[src/rtl/zap_tlb_pkg.sv]
// Shared types and helpers for the unified fully-associative TLB.
// Page sizes, the CAM entry layout and size-dependent tag masks live here.
package zap_tlb_pkg;

   typedef enum logic [1:0] {
      SECTION = 2'd0,
      LPAGE   = 2'd1,
      SPAGE   = 2'd2,
      FPAGE   = 2'd3
   } page_size_t;

   typedef struct packed {
      logic        valid;
      logic [21:0] tag;   // VA[31:10]
      page_size_t  size;
      logic [21:0] pa;    // PA[31:10]
      logic [7:0]  ap;
      logic [3:0]  dom;
      logic [1:0]  cb;
   } tlb_entry_t;

   function automatic logic [4:0] size_to_shift(input page_size_t s);
      case (s)
         SECTION: return 5'd20;
         LPAGE:   return 5'd16;
         SPAGE:   return 5'd12;
         default: return 5'd10;
      endcase
   endfunction

   // Mask over VA/PA bits [31:10] that take part in the page-number compare.
   function automatic logic [21:0] size_mask(input page_size_t s);
      return 22'h3F_FFFF << (size_to_shift(s) - 5'd10);
   endfunction

endpackage

[src/rtl/zap_tlb_victim_sel.sv]
// Replacement state for the TLB: round-robin pointer by default, tree
// pseudo-LRU when ZAP_TLB_PLRU_EN is defined.
module zap_tlb_victim_sel #(
   parameter int ENTRIES = 16,
   parameter int IDX_W   = $clog2(ENTRIES)
) (
   input  logic             i_clk,
   input  logic             i_reset_n,
   input  logic             i_alloc,
   input  logic             i_touch,
   input  logic [IDX_W-1:0] i_touch_idx,
   output logic [IDX_W-1:0] o_victim
);

`ifdef ZAP_TLB_PLRU_EN
   logic [ENTRIES-2:0] r_tree;
   logic [ENTRIES-2:0] w_tree_nxt;

   // Each node bit points toward the less recently used subtree (0=left).
   function automatic logic [ENTRIES-2:0] plru_touch(input logic [ENTRIES-2:0] t,
                                                     input logic [IDX_W-1:0]   idx);
      logic [ENTRIES-2:0] n;
      int                 node;
      n    = t;
      node = 0;
      for (int l = 0; l < IDX_W; l++) begin
         n[node] = ~idx[IDX_W-1-l];
         node    = 2 * node + 1 + int'(idx[IDX_W-1-l]);
      end
      return n;
   endfunction

   always_comb begin
      int node;
      node = 0;
      for (int l = 0; l < IDX_W; l++) begin
         node = 2 * node + 1 + int'(r_tree[node]);
      end
      o_victim = IDX_W'(node - (ENTRIES - 1));
   end

   // NOTE: always_comb uses blocking '=' so later statements see the update;
   // registered state below always uses '<=' to avoid ordering races.
   always_comb begin
      w_tree_nxt = r_tree;
      if (i_touch) w_tree_nxt = plru_touch(w_tree_nxt, i_touch_idx);
      if (i_alloc) w_tree_nxt = plru_touch(w_tree_nxt, o_victim);
   end

   always_ff @(posedge i_clk or negedge i_reset_n) begin
      if (!i_reset_n) r_tree <= '0;
      else            r_tree <= w_tree_nxt;
   end
`else
   logic [IDX_W-1:0] r_ptr;
   logic             w_unused_touch;

   assign w_unused_touch = ^{i_touch, i_touch_idx};
   assign o_victim       = r_ptr;

   // ENTRIES is a power of two, so the natural overflow is the wrap.
   always_ff @(posedge i_clk or negedge i_reset_n) begin
      if (!i_reset_n)   r_ptr <= '0;
      else if (i_alloc) r_ptr <= r_ptr + 1'b1;
   end
`endif

endmodule

[src/rtl/zap_tlb_assoc.sv]
// Fully-associative unified TLB (section/large/small/tiny pages) with fill
// de-duplication, invalid-first allocation and invalidate-by-VA.
// Replacement policy: round-robin, or tree PLRU with ZAP_TLB_PLRU_EN defined.
module zap_tlb_assoc
   import zap_tlb_pkg::*;
#(
   parameter int ENTRIES = 16,
   parameter int IDX_W   = $clog2(ENTRIES)
) (
   input  logic        i_clk,
   input  logic        i_reset_n,
   input  logic        i_hold,
   input  logic        i_lkp_valid,
   input  logic [31:0] i_lkp_va,
   output logic        o_hit,
   output logic        o_miss,
   output logic [31:0] o_phy_addr,
   output logic [1:0]  o_ap,
   output logic [3:0]  o_dom,
   output logic [1:0]  o_cb,
   output logic [1:0]  o_size,
   input  logic        i_fill_valid,
   input  logic [31:0] i_fill_va,
   input  logic [1:0]  i_fill_size,
   input  logic [21:0] i_fill_pa,
   input  logic [7:0]  i_fill_ap,
   input  logic [3:0]  i_fill_dom,
   input  logic [1:0]  i_fill_cb,
   input  logic        i_inv_all,
   input  logic        i_inv_va_valid,
   input  logic [31:0] i_inv_va
);

   tlb_entry_t r_tlb [ENTRIES];

   logic             r_hit, r_miss;
   logic [31:0]      r_phy_addr;
   logic [1:0]       r_ap, r_cb;
   logic [3:0]       r_dom;
   page_size_t       r_size;

   logic [ENTRIES-1:0] w_lkp_match, w_fill_match, w_inv_match;
   logic               w_hit, w_dup, w_has_free;
   logic [IDX_W-1:0]   w_hit_idx, w_dup_idx, w_free_idx, w_victim, w_fill_idx;
   logic               w_fill_go, w_alloc, w_touch;
   tlb_entry_t         w_hit_e, w_new;
   logic [31:0]        w_mask, w_phy;
   logic [1:0]         w_ap_sel;
   logic               w_unused_va;

   assign w_unused_va = ^{i_inv_va[9:0], i_fill_va[9:0]};

   function automatic logic ent_match(input tlb_entry_t e, input logic [21:0] vpn);
      return e.valid && (((vpn ^ e.tag) & size_mask(e.size)) == '0);
   endfunction

   always_comb begin
      w_lkp_match = '0;
      w_fill_match = '0;
      w_inv_match = '0;
      w_hit = 1'b0;  w_hit_idx  = '0;
      w_dup = 1'b0;  w_dup_idx  = '0;
      w_has_free = 1'b0; w_free_idx = '0;
      // Scan high to low so the lowest matching index is the one kept.
      for (int i = ENTRIES - 1; i >= 0; i--) begin
         w_lkp_match[i]  = ent_match(r_tlb[i], i_lkp_va[31:10]);
         w_fill_match[i] = ent_match(r_tlb[i], i_fill_va[31:10]);
         w_inv_match[i]  = i_inv_va_valid && ent_match(r_tlb[i], i_inv_va[31:10]);
         if (w_lkp_match[i])  begin w_hit = 1'b1;      w_hit_idx  = IDX_W'(i); end
         if (w_fill_match[i]) begin w_dup = 1'b1;      w_dup_idx  = IDX_W'(i); end
         if (!r_tlb[i].valid) begin w_has_free = 1'b1; w_free_idx = IDX_W'(i); end
      end
   end

   assign w_fill_go  = i_fill_valid && !i_inv_all;
   assign w_alloc    = w_fill_go && !w_dup && !w_has_free;
   assign w_fill_idx = w_dup ? w_dup_idx : (w_has_free ? w_free_idx : w_victim);
   assign w_touch    = i_lkp_valid && !i_hold && w_hit;

   assign w_new = '{valid: 1'b1, tag: i_fill_va[31:10], size: page_size_t'(i_fill_size),
                    pa: i_fill_pa, ap: i_fill_ap, dom: i_fill_dom, cb: i_fill_cb};

   zap_tlb_victim_sel #(.ENTRIES(ENTRIES)) u_victim (
      .i_clk       (i_clk),
      .i_reset_n   (i_reset_n),
      .i_alloc     (w_alloc),
      .i_touch     (w_touch),
      .i_touch_idx (w_hit_idx),
      .o_victim    (w_victim)
   );

   assign w_hit_e = r_tlb[w_hit_idx];
   assign w_mask  = {size_mask(w_hit_e.size), 10'h0};
   assign w_phy   = ({w_hit_e.pa, 10'h0} & w_mask) | (i_lkp_va & ~w_mask);

   always_comb begin
      w_ap_sel = 2'd0;
      case (w_hit_e.size)
         LPAGE:   w_ap_sel = i_lkp_va[15:14];
         SPAGE:   w_ap_sel = i_lkp_va[11:10];
         default: w_ap_sel = 2'd0;
      endcase
   end

   // NOTE: the entry array is built from flops, so it is cleared on reset like
   // any other register; only the valid bit matters but a full clear is cheap.
   always_ff @(posedge i_clk or negedge i_reset_n) begin
      if (!i_reset_n) begin
         for (int i = 0; i < ENTRIES; i++) r_tlb[i] <= '0;
      end else if (i_inv_all) begin
         for (int i = 0; i < ENTRIES; i++) r_tlb[i].valid <= 1'b0;
      end else begin
         for (int i = 0; i < ENTRIES; i++) begin
            if (i_fill_valid && (w_fill_idx == IDX_W'(i))) r_tlb[i] <= w_new;
            else if (w_inv_match[i])                         r_tlb[i].valid <= 1'b0;
         end
      end
   end

   always_ff @(posedge i_clk or negedge i_reset_n) begin
      if (!i_reset_n) begin
         r_hit      <= 1'b0;
         r_miss     <= 1'b0;
         r_phy_addr <= '0;
         r_ap       <= '0;
         r_dom      <= '0;
         r_cb       <= '0;
         r_size     <= SECTION;
      end else if (!i_hold) begin
         r_hit  <= i_lkp_valid && w_hit;
         r_miss <= i_lkp_valid && !w_hit;
         if (i_lkp_valid) begin
            r_phy_addr <= w_hit ? w_phy : '0;
            r_ap       <= w_hit ? w_hit_e.ap[{w_ap_sel, 1'b0} +: 2] : '0;
            r_dom      <= w_hit ? w_hit_e.dom : '0;
            r_cb       <= w_hit ? w_hit_e.cb : '0;
            r_size     <= w_hit ? w_hit_e.size : SECTION;
         end
      end
   end

   assign o_hit      = r_hit;
   assign o_miss     = r_miss;
   assign o_phy_addr = r_phy_addr;
   assign o_ap       = r_ap;
   assign o_dom      = r_dom;
   assign o_cb       = r_cb;
   assign o_size     = r_size;

endmodule

[config.mk]
export PLATFORM = sky130hd
export DESIGN_NAME = zap_tlb_assoc
export DESIGN_NICKNAME = d
export VERILOG_FILES = /design/src/rtl/zap_tlb_pkg.sv /design/src/rtl/zap_tlb_victim_sel.sv /design/src/rtl/zap_tlb_assoc.sv
export SDC_FILE = /design/constraint.sdc
export NUM_CORES = 2
export LEC_CHECK = 0
export ABC_AREA = 1
export CAP_MARGIN = 20
export CORE_MARGIN = 3
export CORE_UTILIZATION = 35
export DETAILED_ROUTE_END_ITERATION = 10
export GPL_TIMING_DRIVEN = 0
export RECOVER_POWER = 100
export SYNTH_ARGS = -nofsm -noshare
export SYNTH_HDL_FRONTEND = slang
export SYNTH_SLANG_ARGS = --single-unit
[constraint.sdc]
create_clock -name i_clk -period 6.2 [get_ports i_clk]
set_clock_uncertainty 0.05 [all_clocks]
set_input_delay 1.86 -clock i_clk [delete_from_list [all_inputs] [get_ports i_clk]]
set_output_delay 1.86 -clock i_clk [all_outputs]
set_load 0.02 [all_outputs]
==> flow_summary.toml <==
[sta]
setup_ws_ns = -0.0817
drv_slew = 483
period_share_pct = 101
rsz0062_at_grt = "true"
max_freq_mhz = 159
setup_viol = 51
relSlewSlack_pct = -65.4
finalHoldViolations = 0
worstMarginPinSlew_ns = 2.48
fin_crit_ns = 6.28

[floorplanning]
rows = 149
die_area_mm2 = 0.172
core-area_mm2 = 0.166
io-pin-count = 185
die_x_um = 415
initial_utilization_pct = 35.4
fp.dieH_um = 415

[placed_design]
place_hpwl_um = 229000
dpl_cell_area_mm2 = 0.0631
dp_cells = 9949
gp_congestion = 1.06
numPortBuffers = 114

[grt]
first_global_vias = 58400
overflow = 0
grt_max_degree = 151
grt-busiest-layer = "met2"
grt_pass1_wl_um = 449000
use_met2_pct = 52.0
grt_usage_pct = 36.3
antenna_found_initial = 20
gr-usage-met3_pct = 11.4
use_met1_pct = 45.3

[clock_tree]
clock-sinks = 1024
clockBufferDepth = 3
cts_buffers = 114
cts_tree = "done"
h-tree-depth = 3
cts.clk_slew.worst_paths_ns = 0.06
clk_latency_ns = 0.83
cts_root_buf = "clkbuf_16"

[setup_path]
cp_slowest_cell = "clkbuf_1"
required_ns = 6.74
crit_chain = "buf_2 > inv_1 > clkbuf_2 > o21ai_0 > nor4_1 > nand4_1 > and2_1 > nand2_1 > nor3b_2 > and2_0 > buf_2 > nand3_1 > nand2_1 > clkinv_1 > nand4_1 > buf_4 > clkbuf_1 > o21ai_0"
timing.rr.start = "r_tlb[36]"
path_max_fanout = 10
crit_arrival_ns = 6.82
worstSetupStartpointType = "input port"
reg2reg_slack_ns = 0.49
crit_path_start = "i_fill_va[30]"
crit_path_end_kind = "flip-flop"
slowest_delay_ns = 0.56
path_class = "input port to flip-flop"

[logic_synthesis]
synth_top_family_by_area = "simple AND/OR/NAND/NOR gates"
ys_seq_elements = 1024
synth_compound_area_share_pct = 17.1
ys_top_cells_by_count = "2152 x nand2_1, 1073 x o21ai_0, 1024 x dfrtp_1, 515 x nand3_1, 435 x inv_1"
synth-async-reset-ratio_pct = 100
yosys.area_share.simple_pct = 23.5
syn_nets = 7749
synth_top_area_cell = "dfrtp_1"
synth.area.top_cells = "dfrtp_1 44%, nand2_1 14%, o21ai_0 9.2%"
syn_avg_cell_area_um2 = 7.70
synth_ff_type = "dfrtp_1"
synthXorXnorAreaFrac_pct = 8.07
synth_seq_area_share_pct = 43.8
ys_warn_count = 0
synth_mux_area_share_pct = 0
synth_cell_types = 54
synth_edf_count = 0
yosysMostFrequentCell = "nand2_1"
synthAdderAreaFrac_pct = 0.150
synth_top_area_share_pct = 43.8
syn_inst = 7601
syn_area_mm2 = 0.0585

[min_path]
hold_path.class = "flip-flop to flip-flop"
hp-start = "o_ap[1]"

[cells_and_area]
drive_above_1_share_pct = 10.4
fin_cells = 10300
layout.nets = 8098
stdcell_area_mm2 = 0.0690
area_delta_synth_final_pct = 18.0
utilization_pct = 41.7

[routing]
vias = 62700
drc = 0
routedWlPerCell_um = 31.5
drtIter0Drc = 9680
ant_nets = 0
routed_wl_um = 323000
viasPerCell = 6.12
drt_first_pass_iters = 9

[power_and_ir_drop]
finalPower_mw = 17.7
p_leak_nw = 30.8
ir_drop_mv = 0.244
powerDensity_mw_per_mm2 = 257

[outcome]
violations = "capacitance limit, slew limit, setup timing"
outcome = "complete, but fails checks"

[run]
drv_cap = 4
-- layout by cell type, fill, tap and decap left out, types with 39 or more instances in the layout --
cell and n:
xnor2_1 163, nor4_1 43, dfrtp_1 1024, nor2_1 208, clkbuf_1 239, o21ai_0 1061
nand4_1 124, dlygate4sd3_1 44, a221oi_1 60, clkbuf_2 69, buf_2 148, clkdlybuf4s50_1 62
a21oi_1 137, or2_2 40, inv_1 414, o41ai_1 50, nand3b_1 52, xor2_1 374
o22ai_1 211, nand3_1 502, buf_4 135, o21ai_1 39, nor3_1 40, clkbuf_16 115
nand2_1 2136
-- stage by stage --
step,TNS (ns),hold slack [ns],worst slack [ns]
3_5_place_dp,-1820.02,0.414,-4.28
6_report,-1.43,0.426,-0.0817
2_1_floorplan,0,0.394,0.188
3_3_place_gp,-,0.408,-44.46
5_1_grt,-0.119,0.446,-0.0471
4_1_cts,0,0.430,0.0111
-- sequential cells by signal (all words and copies together) (netlist names), 2 cells and up --
signal             count
o_phy_addr            32
o_size                 2
o_ap                   2
u_victim.o_victim      4
o_dom                  4
r_tlb                976
o_cb                   2
-- routing by layer --
metal | up-vias | wire (µm)
met5 | - | 32
met4 | 4 | 30300
met3 | 1263 | 39500
met2 | 4666 | 133000
met1 | 30600 | 120000
li1 | 26200 | -
-- worst paths after layout --
| path | to | cells after the start |
|---|---|---|
| max reg2reg | o_phy_addr[18] | 22 |
| min in group asynchronous | r_tlb[698] | 1 |
| min reg2reg | o_ap[1] | 2 |
| max | r_tlb[601] | 18 |
| max in group asynchronous | r_tlb[417] | 4 |
| min | o_ap[1] | 2 |
-- area by class of cell --
type                    count  area, µm²
clock inverters            46        597
fillers                 17000      96500
multi-input cells        5535      29300
repair buffers            237       2330
inverters                 454       1780
flip-flops and latches   1024      25600
clock buffers             167       3370
well taps                2189       2740
plain buffers             584       3280
diodes                     15       37.5
-- worst max-delay path, delay by kind of cell --
family	cells	cell delay (ns)
simple gates	9	1.83
compound gates	2	0.43
buf+inv	7	2.65
-- cell families (layout without fill, tap and decap cells) --
logic type | Yosys count | in the layout
compound gates | 1746 | 1746
xor+xnor | 539 | 539
fa+ha+maj | 7 | 7
buf+inv | 1042 | 1488
flops | 1024 | 1024
other cells | 0 | 15
simple gates | 3243 | 3243
-- report_power, final --
part           total (mW)  leakage [nW]  switching, mW  internal (mW)
registers            7.56          14.1          0.486           7.07
logic                2.84          14.8           1.90          0.941
clock network        7.32          1.96           3.16           4.15
-- repair_timing --
action	in CTS	in global routing
gates resized for setup	321	191
cloned	0	2
pin swaps	18	27
hold buffers	0	0
setup endpoints to repair	1008	992
setup buffers	42	31
(Power assumes the default switching activity.)
